[src/rtl/wb_regfile_pkg.sv]
// Shared pipeline definitions: register-index width, the R0/RNONE constants
// and the commit qualifier used by write-back and forwarding logic.
package wb_regfile_pkg;

  localparam int RIDX_W = 5;

  typedef logic [RIDX_W-1:0] ridx_t;

  localparam ridx_t R0    = '0;
  localparam ridx_t RNONE = '0;

  // A write-back only takes effect for a nonzero destination.
  function automatic logic is_commit(input logic regwr, input ridx_t rw);
    return regwr && (rw != R0);
  endfunction

endpackage

[src/rtl/wb_regfile_wb_mux.sv]
// Write-back value select; also reused by the EX-stage forwarding path.
module wb_mux #(
  parameter int DW = 32
) (
  input  logic          i_sel,
  input  logic [DW-1:0] i_d1,
  input  logic [DW-1:0] i_d0,
  output logic [DW-1:0] o_y
);

  assign o_y = i_sel ? i_d1 : i_d0;

endmodule

[src/rtl/wb_regfile.sv]
// 31-entry register file with write-back mux, optional same-cycle forwarding,
// a commit counter and a record of the most recent committed write.
module wb_regfile
  import wb_regfile_pkg::*;
#(
  parameter int DW     = 32,
  parameter int BYPASS = 1,
  parameter int CW     = 16
) (
  input  logic              Clk,
  input  logic              Rst_n,
  input  logic [DW-1:0]     Dataout,
  input  logic [DW-1:0]     ALUout,
  input  logic              MemtoReg,
  input  logic              RegWr,
  input  logic [RIDX_W-1:0] Rw,
  input  logic [RIDX_W-1:0] Ra,
  input  logic [RIDX_W-1:0] Rb,
  output logic [DW-1:0]     busA,
  output logic [DW-1:0]     busB,
  output logic [DW-1:0]     busW,
  output logic [CW-1:0]     wr_count,
  output logic [RIDX_W-1:0] last_rw,
  output logic [DW-1:0]     last_w
);

  logic [DW-1:0]     r_regs [1:31];
  logic [CW-1:0]     r_wr_count;
  logic [RIDX_W-1:0] r_last_rw;
  logic [DW-1:0]     r_last_w;
  logic [DW-1:0]     w_busW;
  logic [DW-1:0]     w_busA;
  logic [DW-1:0]     w_busB;
  logic              w_commit;

  wb_mux #(.DW(DW)) u_wb_mux (
    .i_sel (MemtoReg),
    .i_d1  (Dataout),
    .i_d0  (ALUout),
    .o_y   (w_busW)
  );

  assign w_commit = is_commit(RegWr, Rw);

  always_ff @(posedge Clk or negedge Rst_n) begin
    if (!Rst_n) begin
      for (int i = 1; i < 32; i++) r_regs[i] <= '0;
    end else if (w_commit) begin
      r_regs[Rw] <= w_busW;
    end
  end

  always_ff @(posedge Clk or negedge Rst_n) begin
    if (!Rst_n) begin
      r_wr_count <= '0;
      r_last_rw  <= RNONE;
      r_last_w   <= '0;
    end else if (w_commit) begin
      r_wr_count <= r_wr_count + CW'(1);
      r_last_rw  <= Rw;
      r_last_w   <= w_busW;
    end
  end

  // The bypass term requires a commit, so it can never override index 0.
  always_comb begin
    w_busA = '0;
    w_busB = '0;
    if (Ra != R0) w_busA = r_regs[Ra];
    if (Rb != R0) w_busB = r_regs[Rb];
    if (BYPASS != 0 && w_commit) begin
      if (Rw == Ra) w_busA = w_busW;
      if (Rw == Rb) w_busB = w_busW;
    end
  end

  assign busA     = w_busA;
  assign busB     = w_busB;
  assign busW     = w_busW;
  assign wr_count = r_wr_count;
  assign last_rw  = r_last_rw;
  assign last_w   = r_last_w;

endmodule

[config.mk]
export PLATFORM = sky130hd
export DESIGN_NAME = wb_regfile
export DESIGN_NICKNAME = d
export VERILOG_FILES = /design/src/rtl/wb_regfile_pkg.sv /design/src/rtl/wb_regfile_wb_mux.sv /design/src/rtl/wb_regfile.sv
export SDC_FILE = /design/constraint.sdc
export NUM_CORES = 2
export LEC_CHECK = 0
export ABC_CLOCK_PERIOD_IN_PS = 3400
export CAP_MARGIN = 0
export CORE_MARGIN = 3
export CORE_UTILIZATION = 34
export DETAILED_ROUTE_END_ITERATION = 16
export HOLD_SLACK_MARGIN = 0.06
export MAX_ROUTING_LAYER = met4
export PLACE_DENSITY_LB_ADDON = 0.3
export SYNTH_ARGS = -nofsm -noshare
export SYNTH_HDL_FRONTEND = slang
export SYNTH_HIERARCHICAL = 1
export SYNTH_SLANG_ARGS = --single-unit
[constraint.sdc]
create_clock -name Clk -period 3.4 [get_ports Clk]
set_input_delay 0.68 -clock Clk [delete_from_list [all_inputs] [get_ports Clk]]
set_output_delay 0.68 -clock Clk [all_outputs]
set_load 0.02 [all_outputs]
==> reports/metrics.cfg <==
[logic_synthesis]
synth_edf_count=0
async_flop_share_pct=100
seq_area_frac_synth_pct=47.0
synth_cells=3743
synth_top_area_cell=dfrtp_1
synth-seq-cells=1045
synth-warning-count=6
synth_top_area_share_pct=47.0
synthTopCellsByArea=dfrtp_1 (47%), mux2_2 (21%), mux4_2 (19%)
avgSynthCellArea_um2=14.9
synth_area_um2=55600
synth_ff_type=dfrtp_1
syn-num-nets=3827
synth.distinct_cells=41

[detailed_routing]
drtIter0Drc=3598
detail_route.vias_per_cell=5.84
drc=0
routed-via-count=37700
wl_um=193000
antenna_left=0
drt-wirelength-per-cell_um=29.9
first_pass_iters=7

[cells_and_area]
area_delta_synth_final_pct=25.7
layout_commonest_cell=mux2_2
instances_no_fill=6457
final_cell_mix=mux2_2 (1058), dfrtp_1 (1045), mux4_2 (479)
fin_nets=4290
drive_gt1_share_pct=58.0
fin_area_um2=69900

[placement]
place_inst=6151
dpl_cell_area_um2=63700
dp_hpwl_um=123000
gpl.final_weighted_congestion=0.823
portBuffers=231

[pwr]
intPower_mw=28.6
leakage_nw=30.1
seqPwrFrac_pct=42.3
max-vdd-ir-drop_v=0.000455
power.combinational.fraction_pct=24.7
power_density_nw_per_um2=571
swShare_pct=28.4
switching_power_mw=11.3
clkPwrFrac_pct=33.0

[die]
start_util_pct=34.4
die_x_um=410
num_io_pins=232
die_h_um=410
rows=147
coreArea_um2=161000
die_area_um2=168000

[clocking]
tritoncts=built
cts-root-buf=clkbuf_16
numClockSinks=1045
numCtsBuffers=114
clk_pin_slew_ns=0.06
clock_path_buffers=3
htree_levels=3
clk_latency_ns=0.75

[global_routing]
grt_overflow=0
grt_pass1_wl_um=281000
track_usage_pct=23.5
antenna_found_initial=4
grt_pass1_vias=38300
grt_max_degree=102

[worst_setup_path]
arrival_ns=2.79
path_max_fanout=9
required_ns=2.72
critPathLaunchType=primary input
critPathCaptureType=output port
path_class=in2out

[timing]
fmax_mhz=288
slew_violations=0
fin_crit_ns=3.47
max_slew.worst_pin.slew_ns=0.875
rsz0062_at_grt=yes
setup_slack_ns=-0.0722
setup_violations=20
slew_headroom_pct=41.7
skew_ns=0.00636
finalCritPeriodShare_pct=102
hold_viol_final=0

[worst_hold_path]
hold_path.class=in2reg

[outcome]
failed_checks=negative setup slack
outcome=complete, but fails checks

[job]
cap_viol_max_count=0

==> cell type report <==
| type | count | area, um2 |
|---|---|---|
| fillers | 14700 | 91600 |
| diodes | 1 | 2.50 |
| inverters | 3 | 11.3 |
| multi-input cells | 2289 | 28400 |
| flip-flops and latches | 1045 | 26200 |
| repair buffers | 753 | 8620 |
| well taps | 2160 | 2700 |
| clock buffers | 174 | 3480 |
| clock inverters | 32 | 533 |
==> sequential cells by signal, summed over array words and instances (netlist names) <==
register / cells
last_rw: 5
last_w: 32
r_regs: 992
wr_count: 16
==> stage by stage <==
stage               utilization (%)  setup slack [ns]  hold slack (ns)  setup TNS (ns)  power, mW
floorplan                         -            0.0662            0.384               0       22.9
global placement               39.5            -0.812            0.457          -34.80       26.2
detailed placement             39.5            -0.757            0.459          -31.30       26.4
CTS                            43.0            -0.116            0.122          -0.996       40.0
global route                   43.3            -0.105            0.179           -1.28       41.6
finish                         43.3           -0.0722            0.191          -0.782       39.9
==> power groups by stage <==
stage	sequential [mW]	combinational, mW	clock (mW)
floorplan	16.5	6.38	0
global placement	16.9	9.30	0
detailed placement	17.0	9.44	0
CTS	16.8	9.78	13.4
finish	16.9	9.86	13.2
global route	17.2	10.5	13.9
==> metal layers <==
metal  wire length (um)  share of wire, %  vias to the layer above  track usage (%)
met5                  0                 0                        -                -
met4               6770               3.5                        0             7.90
met3              13700               7.1                      330             4.51
met2              88300                46                     1403             35.0
met1              84600                44                    20500             32.2
li1                   -                 -                    15500                -
==> logic make-up (layout without fill, tap and decap cells) <==
| family | Yosys count | in the layout | share of synthesized area (%) |
|---|---|---|---|
| xor gates and xnor gates | 25 | 25 | 0.394 |
| adders and majority gates | 1 | 1 | 0.0225 |
| buffers and inverters | 409 | 962 | 3.14 |
| and+or+nand+nor | 330 | 330 | 2.62 |
| muxes | 1570 | 1570 | 41.7 |
| AOI/OAI and AO/OA | 363 | 363 | 5.10 |
| other | 0 | 1 | 0 |
| DFF | 1045 | 1045 | 47.0 |
==> worst max-delay path, cell delays in order <==
cell	delay (ns)
buf_16	0.16
buf_16	0.19
buf_12	0.14
mux4_2	0.50
mux4_2	0.48
a221o_2	0.44
buf_12	0.17
==> worst paths after layout <==
| path | endpoint | slack [ns] | from | cells after the start |
|---|---|---|---|---|
| max in group asynchronous | r_regs[652]$_DFFE_PN0P_ | 1.71 | Rst_n | 3 |
| hold / removal | last_rw[2]$_DFFE_PN0P_ | 0.19 | Rw[2] | 2 |
| setup / recovery | busB[1] | -0.07 | Rb[0] | 7 |
| hold reg to reg | wr_count[15]$_DFFE_PN0P_ | 0.47 | wr_count[15]$_DFFE_PN0P_ | 1 |
| min in group asynchronous | wr_count[13]$_DFFE_PN0P_ | 0.57 | Rst_n | 2 |
| setup reg to reg | wr_count[14]$_DFFE_PN0P_ | 1.74 | wr_count[2]$_DFFE_PN0P_ | 5 |
==> cell usage after synthesis (3+ instances only) <==
cell type,instances
o21ai_0,33
mux2_4,30
mux2_2,1058
mux4_2,479
a221o_1,31
xor2_1,14
a22oi_1,159
a22o_1,64
nor3_1,36
buf_12,3
nor3b_1,3
nand3b_1,3
nand4_1,5
dfrtp_1,1045
buf_1,56
and2_1,4
a21boi_1,31
buf_2,78
xnor2_1,11
nand3_1,7
nor2b_1,38
buf_6,8
a21oi_1,4
nor2_1,26
nand2_1,201
mux2i_1,3
inv_1,3
clkbuf_1,260
and3_1,3
a221oi_1,32
==> what timing repair did <==
item | 4_1_cts | 5_1_grt
buffers inserted | 73 | 20
resized for setup | 257 | 101
hold endpoints to repair | 43 | 0
setup endpoints to repair | 64 | 60
hold buffers | 1 | 0
pin swaps | 50 | 31
gates cloned | 12 | 3
(Power assumes the default switching activity.)
